**src/rtl/dbus_pkg.sv**
```systemverilog
// Shared types and defaults for the data-side bus bridge.
// The state enum, width helpers and reset-time defaults are used by the bridge and its timeout counter.
package dbus_pkg;

  typedef enum logic [1:0] {IDLE, REQ, WAIT, DONE} state_e;

  localparam int unsigned ADDR_W_DEF    = 32;
  localparam int unsigned DATA_W_DEF    = 32;
  localparam int unsigned TIMEOUT_DEF   = 255;
  localparam logic [31:0] ERR_RDATA_DEF = 32'h0;

  function automatic int unsigned be_w(input int unsigned dw);
    return dw / 8;
  endfunction

  // Width must hold the value TIMEOUT_CYC itself; a disabled timeout still needs a legal vector.
  function automatic int unsigned cnt_w(input int unsigned n);
    return (n < 1) ? 1 : $clog2(n + 1);
  endfunction

endpackage

```
**src/rtl/dbus_if.sv**
```systemverilog
// SoC data bus: req/gnt request phase and rvalid response phase.
// The bridge drives the bus through the master modport; RAM and peripherals sit on the slave side.
interface dbus_if #(
  parameter int unsigned ADDR_W = 32,
  parameter int unsigned DATA_W = 32
);
  logic                  bus_req;
  logic                  bus_gnt;
  logic                  bus_we;
  logic [ADDR_W-1:0]     bus_addr;
  logic [DATA_W-1:0]     bus_wdata;
  logic [DATA_W/8-1:0]   bus_be;
  logic                  bus_rvalid;
  logic [DATA_W-1:0]     bus_rdata;
  logic                  bus_err;

  modport master (
    output bus_req, bus_we, bus_addr, bus_wdata, bus_be,
    input  bus_gnt, bus_rvalid, bus_rdata, bus_err
  );

  modport slave (
    input  bus_req, bus_we, bus_addr, bus_wdata, bus_be,
    output bus_gnt, bus_rvalid, bus_rdata, bus_err
  );
endinterface

```
**src/rtl/dbus_timeout_ctr.sv**
```systemverilog
// Access timeout counter: cleared when a transaction is launched, counts busy cycles.
// o_expire fires during the TIMEOUT_CYC-th busy cycle so the FSM leaves on the following edge.
module dbus_timeout_ctr
  import dbus_pkg::*;
#(
  parameter int unsigned TIMEOUT_CYC = TIMEOUT_DEF
) (
  input  logic clk_i,
  input  logic rst_i,
  input  logic i_clr,
  input  logic i_en,
  output logic o_expire
);
  localparam int unsigned CW = cnt_w(TIMEOUT_CYC);

  logic [CW-1:0] r_cnt;

  always_ff @(posedge clk_i or posedge rst_i) begin
    if (rst_i) begin
      r_cnt <= '0;
    end else if (i_clr) begin
      r_cnt <= '0;
    end else if (i_en) begin
      r_cnt <= r_cnt + CW'(1);
    end
  end

  assign o_expire = (TIMEOUT_CYC != 0) && i_en && (r_cnt == CW'(TIMEOUT_CYC - 1));

endmodule

```
**src/rtl/dbus_bridge.sv**
```systemverilog
// Data-side bus master: turns the MEM stage's single-cycle access into one outstanding
// req/gnt/rvalid transaction and stalls the pipeline until it completes.
module dbus_bridge
  import dbus_pkg::*;
#(
  parameter int unsigned       ADDR_W      = ADDR_W_DEF,
  parameter int unsigned       DATA_W      = DATA_W_DEF,
  parameter int unsigned       TIMEOUT_CYC = TIMEOUT_DEF,
  parameter logic [DATA_W-1:0] ERR_RDATA   = DATA_W'(ERR_RDATA_DEF)
) (
  input  logic                   clk_i,
  input  logic                   rst_i,
  input  logic                   core_ce_i,
  input  logic                   core_we_i,
  input  logic [ADDR_W-1:0]      core_addr_i,
  input  logic [DATA_W-1:0]      core_wdata_i,
  input  logic [DATA_W/8-1:0]    core_be_i,
  output logic [DATA_W-1:0]      core_rdata_o,
  output logic                   core_err_o,
  output logic                   core_stallreq_o,
  dbus_if.master                 bus
);
  localparam int unsigned BE_W = be_w(DATA_W);

  state_e            r_state;
  state_e            w_next;
  logic              r_we;
  logic [ADDR_W-1:0] r_addr;
  logic [DATA_W-1:0] r_wdata;
  logic [BE_W-1:0]   r_be;
  logic [DATA_W-1:0] r_rdata;
  logic              r_err;

  logic w_start, w_busy, w_resp, w_expire, w_to, w_fin;

  function automatic logic [DATA_W-1:0] resp_data(input logic we, input logic err,
                                                  input logic [DATA_W-1:0] rdata);
    if (err)     return ERR_RDATA;
    else if (we) return '0;
    else         return rdata;
  endfunction

  // Reset gating keeps the combinational stall low while the async reset is held.
  assign w_start = (r_state == IDLE) && core_ce_i && (|core_be_i) && !rst_i;
  assign w_busy  = (r_state == REQ) || (r_state == WAIT);
  assign w_resp  = bus.bus_rvalid && ((r_state == WAIT) || ((r_state == REQ) && bus.bus_gnt));
  assign w_to    = w_expire && !w_resp;
  assign w_fin   = w_busy && (w_resp || w_to);

  dbus_timeout_ctr #(.TIMEOUT_CYC(TIMEOUT_CYC)) u_timeout (
    .clk_i    (clk_i),
    .rst_i    (rst_i),
    .i_clr    (w_start),
    .i_en     (w_busy),
    .o_expire (w_expire)
  );

  always_comb begin
    w_next = r_state;
    case (r_state)
      IDLE:    if (w_start) w_next = REQ;
      REQ:     if (w_fin) w_next = DONE;
               else if (bus.bus_gnt) w_next = WAIT;
      WAIT:    if (w_fin) w_next = DONE;
      DONE:    w_next = IDLE;
      default: w_next = IDLE;
    endcase
  end

  always_ff @(posedge clk_i or posedge rst_i) begin
    if (rst_i) begin
      r_state <= IDLE;
      r_we    <= 1'b0;
      r_addr  <= '0;
      r_wdata <= '0;
      r_be    <= '0;
      r_rdata <= '0;
      r_err   <= 1'b0;
    end else begin
      r_state <= w_next;
      if (w_start) begin
        r_we    <= core_we_i;
        r_addr  <= core_addr_i;
        r_wdata <= core_wdata_i;
        r_be    <= core_be_i;
      end
      // A timeout completes with an error even if a stray bus_err is sampled without rvalid.
      if (w_fin) begin
        r_err   <= w_to || (w_resp && bus.bus_err);
        r_rdata <= resp_data(r_we, w_to || (w_resp && bus.bus_err), bus.bus_rdata);
      end
    end
  end

  assign bus.bus_req   = (r_state == REQ);
  assign bus.bus_we    = r_we;
  assign bus.bus_addr  = r_addr & ~ADDR_W'(3);
  assign bus.bus_wdata = r_wdata;
  assign bus.bus_be    = r_be;

  assign core_rdata_o    = r_rdata;
  assign core_err_o      = (r_state == DONE) && r_err;
  assign core_stallreq_o = w_start || w_busy;

endmodule

```
**src/flat_wrapper.sv**
```systemverilog
// flat-port wrapper written by rule: the top's interface ports become plain ports
module dbus_bridge_flat import dbus_pkg::*;
#(
  parameter int unsigned       ADDR_W      = ADDR_W_DEF,
  parameter int unsigned       DATA_W      = DATA_W_DEF,
  parameter int unsigned       TIMEOUT_CYC = TIMEOUT_DEF,
  parameter logic [DATA_W-1:0] ERR_RDATA   = DATA_W'(ERR_RDATA_DEF)
)
  (clk_i, rst_i, core_ce_i, core_we_i, core_addr_i, core_wdata_i, core_be_i, core_rdata_o, core_err_o, core_stallreq_o, bus_bus_req, bus_bus_we, bus_bus_addr, bus_bus_wdata, bus_bus_be, bus_bus_gnt, bus_bus_rvalid, bus_bus_rdata, bus_bus_err);
  dbus_if #(.ADDR_W(ADDR_W), .DATA_W(DATA_W)) bus_i ();
  input  logic clk_i;
  input  logic rst_i;
  input  logic core_ce_i;
  input  logic core_we_i;
  input  logic [ADDR_W-1:0] core_addr_i;
  input  logic [DATA_W-1:0] core_wdata_i;
  input  logic [DATA_W/8-1:0] core_be_i;
  output logic [DATA_W-1:0] core_rdata_o;
  output logic core_err_o;
  output logic core_stallreq_o;
  output wire logic [$bits(bus_i.bus_req)-1:0] bus_bus_req;
  output wire logic [$bits(bus_i.bus_we)-1:0] bus_bus_we;
  output wire logic [$bits(bus_i.bus_addr)-1:0] bus_bus_addr;
  output wire logic [$bits(bus_i.bus_wdata)-1:0] bus_bus_wdata;
  output wire logic [$bits(bus_i.bus_be)-1:0] bus_bus_be;
  input wire logic [$bits(bus_i.bus_gnt)-1:0] bus_bus_gnt;
  input wire logic [$bits(bus_i.bus_rvalid)-1:0] bus_bus_rvalid;
  input wire logic [$bits(bus_i.bus_rdata)-1:0] bus_bus_rdata;
  input wire logic [$bits(bus_i.bus_err)-1:0] bus_bus_err;
  assign bus_bus_req = bus_i.bus_req;
  assign bus_bus_we = bus_i.bus_we;
  assign bus_bus_addr = bus_i.bus_addr;
  assign bus_bus_wdata = bus_i.bus_wdata;
  assign bus_bus_be = bus_i.bus_be;
  assign bus_i.bus_gnt = bus_bus_gnt;
  assign bus_i.bus_rvalid = bus_bus_rvalid;
  assign bus_i.bus_rdata = bus_bus_rdata;
  assign bus_i.bus_err = bus_bus_err;
  dbus_bridge #(.ADDR_W(ADDR_W), .DATA_W(DATA_W), .TIMEOUT_CYC(TIMEOUT_CYC), .ERR_RDATA(ERR_RDATA)) u_core (.clk_i(clk_i), .rst_i(rst_i), .core_ce_i(core_ce_i), .core_we_i(core_we_i), .core_addr_i(core_addr_i), .core_wdata_i(core_wdata_i), .core_be_i(core_be_i), .core_rdata_o(core_rdata_o), .core_err_o(core_err_o), .core_stallreq_o(core_stallreq_o), .bus(bus_i));
endmodule
```
**config.mk**
```make
export PLATFORM = sky130hd
export DESIGN_NAME = dbus_bridge_flat
export DESIGN_NICKNAME = d
export VERILOG_FILES = /design/src/rtl/dbus_pkg.sv /design/src/rtl/dbus_if.sv /design/src/rtl/dbus_timeout_ctr.sv /design/src/rtl/dbus_bridge.sv /design/src/flat_wrapper.sv
export SDC_FILE = /design/constraint.sdc
export NUM_CORES = 1
export LEC_CHECK = 0
export CAP_MARGIN = 40
export CORE_UTILIZATION = 44
export CTS_CLUSTER_SIZE = 12
export DETAILED_ROUTE_END_ITERATION = 6
export MAX_ROUTING_LAYER = met4
export PLACE_DENSITY = 0.82
export SLEW_MARGIN = 30
export SYNTH_ARGS = -nofsm -noshare
export SYNTH_HDL_FRONTEND = slang
export SYNTH_SLANG_ARGS = --single-unit
```
**constraint.sdc**
```tcl
create_clock -name clk_i -period 11 [get_ports clk_i]
set_input_delay 1.1 -clock clk_i [delete_from_list [all_inputs] [get_ports clk_i]]
set_output_delay 1.1 -clock clk_i [all_outputs]
set_load 0.01 [all_outputs]
```
-- Yosys cells after proc, flatten, opt, wreduce, memory -nomap -nowiden
Cells that the tools add are included.
- register bits: 112
- input port bits: 107
- output and inout port bits: 104
- logic and storage cells: 46
- add/sub/neg operators: 1
- equality and inequality tests: 7
- mux-type cells: 9
- reductions and logical operators: 21
- operators with widths (cell ; number):
    two-way mux 32 bit ; 2
    two-way mux 8 bit ; 2
    logical AND 1 bit ; 10
    adder 8 x 1 -> 8 bit (second input constant) ; 1
    == test 8 bit (second input constant) ; 1
    two-way mux 2 bit ; 4
    one-hot mux 2 bit (4 select lines) ; 1
    logical OR 1 bit ; 5
    == test 2 bit (second input constant) ; 2
    inequality test 2 x 1 -> 1 bit (second input constant) ; 2
    OR reduction 4 bit ; 1
    inequality test 3 x 1 -> 1 bit (second input constant) ; 1
    AND reduction 3 bit ; 1
    == test 2 x 1 -> 1 bit (second input constant) ; 1
    logical NOT 1 bit ; 2
    logical NOT 2 bit ; 1
    nonzero test 2 bit ; 1

-- Depth between registers and ports, before layout
- word-level depth: 10
- depth in mapped cells: 8
- mapped depth without buffers: 6

-- By module
From an unflattened synthesis, not the netlist that was laid out.
- cells, all modules: 425
- area total of the unflattened synthesis: 4386.7 µm²
- by module, submodules not included (module ; times used ; cells an instance ; area an instance (µm²) ; seq. area each (µm²)):
    dbus_bridge ; 1 ; 383 ; 3967.6 ; 2552.4
    dbus_timeout_ctr ; 1 ; 42 ; 419.2 ; 200.2

-- Worst setup path after synthesis
OpenSTA, ideal clock, no wires.
- kind: input to output
- start: in rst_i
- end: out core_stallreq_o
- data arrival time: 4413 ps
- data required time: 9900 ps
- setup slack: 5487 ps
- stages: 6
- buffers on the path: 2
- cells stage by stage: inv_1 -> and3_1 -> and2b_4 -> buf_6 -> buf_6 -> or2_2
- cells in the longest elaborated chain, start to end: 3
- ends and longest elaborated chain (item ; RTL line ; RTL):
    start, declared ; flat_wrapper.sv:12 ; input logic rst_i;
    logical NOT 1 bit ; dbus_bridge.sv:44 ; assign w_start = (r_state == IDLE) && core_ce_i && (|core_be_i) && !rst_i;
    logical AND 1 bit ; dbus_bridge.sv:44 ;
    logical OR 1 bit ; dbus_bridge.sv:103 ; assign core_stallreq_o = w_start || w_busy;
    end, declared ; flat_wrapper.sv:20 ; output logic core_stallreq_o;
Every way passes these cells.

-- Final worst setup path
Ends and elaborated chain as after synthesis.

==> impl_results.md <==
* Result of the run: finished clean
* Launching element type of the critical path: input port
* Vias per std cell at 4.890
* H-tree level count at 3
* Share of synthesized area spent on multiplexers at 18.93%
* Yosys cell types at 33
* Hold path cells at 2
* Initial antenna violation count at 0
* Detailed-route wire length at 10350 um
* Clock buffer count from CTS at 9
* Worst setup slack after placement at 6.711 ns
* Maximum number of pins on one net before global-route repair at 60
* Worst endpoint required time at 9.90 ns
* Vias in the first global route at 3250
* Count of buffers inserted at the top-level ports at 206
* Setup clock skew after layout at 0.007729 ns
* Max-Cap Viols at 0
* Clock group share of total power at 14.3%
* First-pass GRT wire length at 16020 um
* Number of filler cells placed in the layout at 708
* Mean cell area of the mapped netlist at 15.10 um2
* Total Nets Final at 612
* Die Ht at 102.5 um
* Proportion of layout cells with a drive suffix above 1 at 18.13%
* Post-CTS Setup Repair Bufs at 0
* Max Clock Freq at 236.4 MHz
* Path depth of the worst reg2reg path at 7
* Setup slack of the critical path after layout at 6.771 ns
* Vias after detailed routing at 3105
* Wirelength per Cell at 16.31 um
* Final worst path period need at 4.229 ns
* TritonCTS clock tree: done
* Switching Power at 0.0005200 W
* Proportion of synthesized chip area in sequential cells at 61.99%
* Post-CTS Resized at 0
* Horiz. Die Dim at 102.5 um
* Clock Root Buffer: sky130_fd_sc_hd__clkbuf_8
* Buffers from clock root to sink, at most at 2
* Number of synthesized register bits at 110
* Crit-path most repeated cell: sky130_fd_sc_hd__clkdlybuf4s50_1
* Sort of element at the end of the critical path: primary output
* Ratio of final minimum period to clock period at 38.45%
* Max-slew violations at 0
* Power per unit of standard cell area at 251.4 nW/um2
* Arrival time of the worst setup path at 3.13 ns
* Total leakage power at 2.940 nW
* Setup Total Neg Slack at 0 ns
* Pint at 0.001192 W
* N_diodes at 0
* Remaining antenna violation count after routing at 0
* Sequential group share of total power at 39.1%
* Number of endpoints with negative hold slack in the final report at 0
* Kind of cell adding the most delay to the critical path: buffers and inverters
* Actual transition at the worst max-transition pin at 0.7392 ns
* Die area at 10500 um2
* Number of clock sinks at 110
* Worst min path class: reg -> reg
* HPWL Detailed at 7591 um
* Slew Limit Headroom at 50.72%
* Buf+Inv Stages, Crit Path at 3
* Number of setup violations in the final report at 0
* Hold bufs inserted after CTS at 0
* DR pass1 iterations at 4
* Fraction of the mapped netlist area in adder cells at 1.972%
* Site Rows at 36
* Critical path peak fanout at 53
* Global-route usage over all layers at 20.86%
* Chain of cells forming the critical path: clkdlybuf4s50_1, inv_4, and3_1, and2b_4, or2_2, clkdlybuf4s50_1
* Relative area change from synthesis to final layout at 53.37%
* Number of ports placed on the die boundary at 211
* Worst vdd ir at 0.1158 mV
* Synth warn at 0
* Final Hold Slack at 0.5119 ns
* Crit. path cell count at 6
* Share of the core filled with cells in the final layout at 69.67%
* Synthesized-area fraction occupied by and/or/nand/nor cells at 3.832%
* Post-route DRC violation count at 0
* Detailed Route Iter0 Violations at 59
* Switching Share at 30.37%
* RSZ-0062 raised after global routing: false
* Floorplan Core Area at 9774 um2
* Critical-path top delay cell: sky130_fd_sc_hd__clkdlybuf4s50_1
* Skew-Pair Late Insertion Delay at 0.36 ns
* Combined area of all synthesized cells at 4441 um2
* Complex-gate fraction of the synthesized area at 8.397%
* Starting density of the core at 45.43%
* Cell count after synthesis at 294
* Crit path kind: in -> out
* Part of the total power dissipated in combinational logic at 46.5%
* Clock slew seen by the registers of the worst setup and hold paths at 0.10 ns
* Dominant combinational cell family by area after synthesis: multiplexers
* Post-Synth XOR/XNOR Area at 1.381%
* Overflow left after global routing at 0
* Final GP Congestion at 0.7479
* Slowest cell delay on critical path at 0.54 ns
* Design Power at 0.001712 W
==> metrics by stage <==
stage               cells  cell area (um2)
finish                635             6810
global route          635             6810
CTS                   635             6810
detailed placement    620             6611
global placement      618             6575
floorplan             295             4444
==> worst min-delay path: stages (launching register included) <==
cell                      delay [ns]
sky130_fd_sc_hd__dfrtp_1        0.38
sky130_fd_sc_hd__inv_1          0.05
sky130_fd_sc_hd__a21oi_1        0.05
==> final cells by class <==
| cell class | count | area (um2) | share of cell area (%) |
|---|---|---|---|
| inverter | 8 | 32.53 | 0.4777 |
| clock buffer | 12 | 155.1 | 2.278 |
| sequential | 110 | 2753 | 40.42 |
| multi-input combinational | 159 | 1548 | 22.73 |
| tap | 133 | 166.4 | 2.444 |
| timing repair buffer | 210 | 2112 | 31.01 |
| clock inverter | 3 | 43.79 | 0.6430 |
==> cell families after synthesis <==
group,after synthesis
AOI/OAI and AO/OA,46
xor gates and xnor gates,7
adders and majority gates,7
buffers and inverters,26
DFF,110
muxes,65
other,1
and+or+nand+nor,32
==> power by group through the flow <==
stage	Clock, W	Sequential (W)	Combinational (W)
2_1_floorplan	0	0.000741	0.000314
3_3_place_gp	0	0.000668	0.000783
3_5_place_dp	0	0.000678	0.000802
4_1_cts	0.000251	0.000672	0.000807
5_1_grt	0.000270	0.000691	0.000854
6_report	0.000245	0.000670	0.000797
==> layout by cell type (no fill, tap or decap), types with 2 or more instances in the layout <==
master	instances
sky130_fd_sc_hd__mux2_4	29
sky130_fd_sc_hd__ha_1	7
sky130_fd_sc_hd__dfrtp_1	110
sky130_fd_sc_hd__a22o_1	32
sky130_fd_sc_hd__conb_1	2
sky130_fd_sc_hd__xor2_1	4
sky130_fd_sc_hd__clkdlybuf4s50_1	206
sky130_fd_sc_hd__and3_1	2
sky130_fd_sc_hd__nor2_1	12
sky130_fd_sc_hd__mux2_2	36
sky130_fd_sc_hd__xnor2_1	3
sky130_fd_sc_hd__a21boi_0	2
sky130_fd_sc_hd__a21oi_1	3
sky130_fd_sc_hd__buf_4	2
sky130_fd_sc_hd__nand2_1	6
sky130_fd_sc_hd__nand4_1	4
sky130_fd_sc_hd__clkbuf_8	11
sky130_fd_sc_hd__or2_2	2
sky130_fd_sc_hd__o21ai_0	3
sky130_fd_sc_hd__inv_1	7
==> routing by layer <==
metal	track usage [%]	share of wire, %
met2	34.67	52
met1	24.53	41
met5	-	0
met4	9.121	1.7
met3	4.172	5.6
==> flip-flops by register name, summed over array words and instances (netlist names) <==
| name | count |
|---|---|
| u_core.core_rdata_o | 32 |
| u_core.r_addr | 30 |
| u_core.r_err | 1 |
| u_core.r_state | 2 |
| u_core.bus.bus_we | 1 |
| u_core.u_timeout.r_cnt | 8 |
| u_core.bus.bus_be | 4 |
| u_core.bus.bus_wdata | 32 |
==> cell usage after synthesis <==
library cell	number	area (um2)
sky130_fd_sc_hd__dfrtp_1	110	2753
sky130_fd_sc_hd__mux2_2	36	405.4
sky130_fd_sc_hd__a22o_1	32	280.3
sky130_fd_sc_hd__mux2_4	29	435.4
sky130_fd_sc_hd__nor2_1	12	45.04
sky130_fd_sc_hd__buf_2	10	50.05
sky130_fd_sc_hd__inv_1	8	30.03
sky130_fd_sc_hd__ha_1	7	87.58
sky130_fd_sc_hd__nand2_1	6	22.52
sky130_fd_sc_hd__buf_6	4	45.04
sky130_fd_sc_hd__nand4_1	4	25.02
sky130_fd_sc_hd__xor2_1	4	35.03
sky130_fd_sc_hd__a21oi_1	3	15.01
sky130_fd_sc_hd__buf_4	3	22.52
sky130_fd_sc_hd__o21ai_0	3	15.01
sky130_fd_sc_hd__xnor2_1	3	26.28
sky130_fd_sc_hd__a21boi_0	2	15.01
sky130_fd_sc_hd__and3_1	2	12.51
sky130_fd_sc_hd__or2_2	2	12.51
sky130_fd_sc_hd__a211oi_1	1	7.510
sky130_fd_sc_hd__a31o_2	1	8.760
sky130_fd_sc_hd__and2_1	1	6.260
sky130_fd_sc_hd__and2b_4	1	10.01
sky130_fd_sc_hd__clkbuf_1	1	3.750
sky130_fd_sc_hd__conb_1	1	3.750
sky130_fd_sc_hd__nand2b_1	1	6.260
sky130_fd_sc_hd__nor3_2	1	10.01
sky130_fd_sc_hd__nor3b_1	1	7.510
sky130_fd_sc_hd__nor4_2	1	12.51
sky130_fd_sc_hd__o2111ai_1	1	8.760
sky130_fd_sc_hd__o211ai_1	1	7.510
sky130_fd_sc_hd__o22a_1	1	8.760
sky130_fd_sc_hd__o22ai_1	1	6.260
==> worst paths after layout <==
path                       slack (ns)                      end               from
max reg2reg                      8.60  u_core.core_rdata_o[12]  u_core.r_state[0]
min                              0.51             u_core.r_err       u_core.r_err
max                              6.77          core_stallreq_o              rst_i
max in group asynchronous        8.62  u_core.core_rdata_o[14]              rst_i
min in group asynchronous        1.20         u_core.r_addr[8]              rst_i
min reg2reg                      0.51             u_core.r_err       u_core.r_err
(Power assumes the default switching activity.)
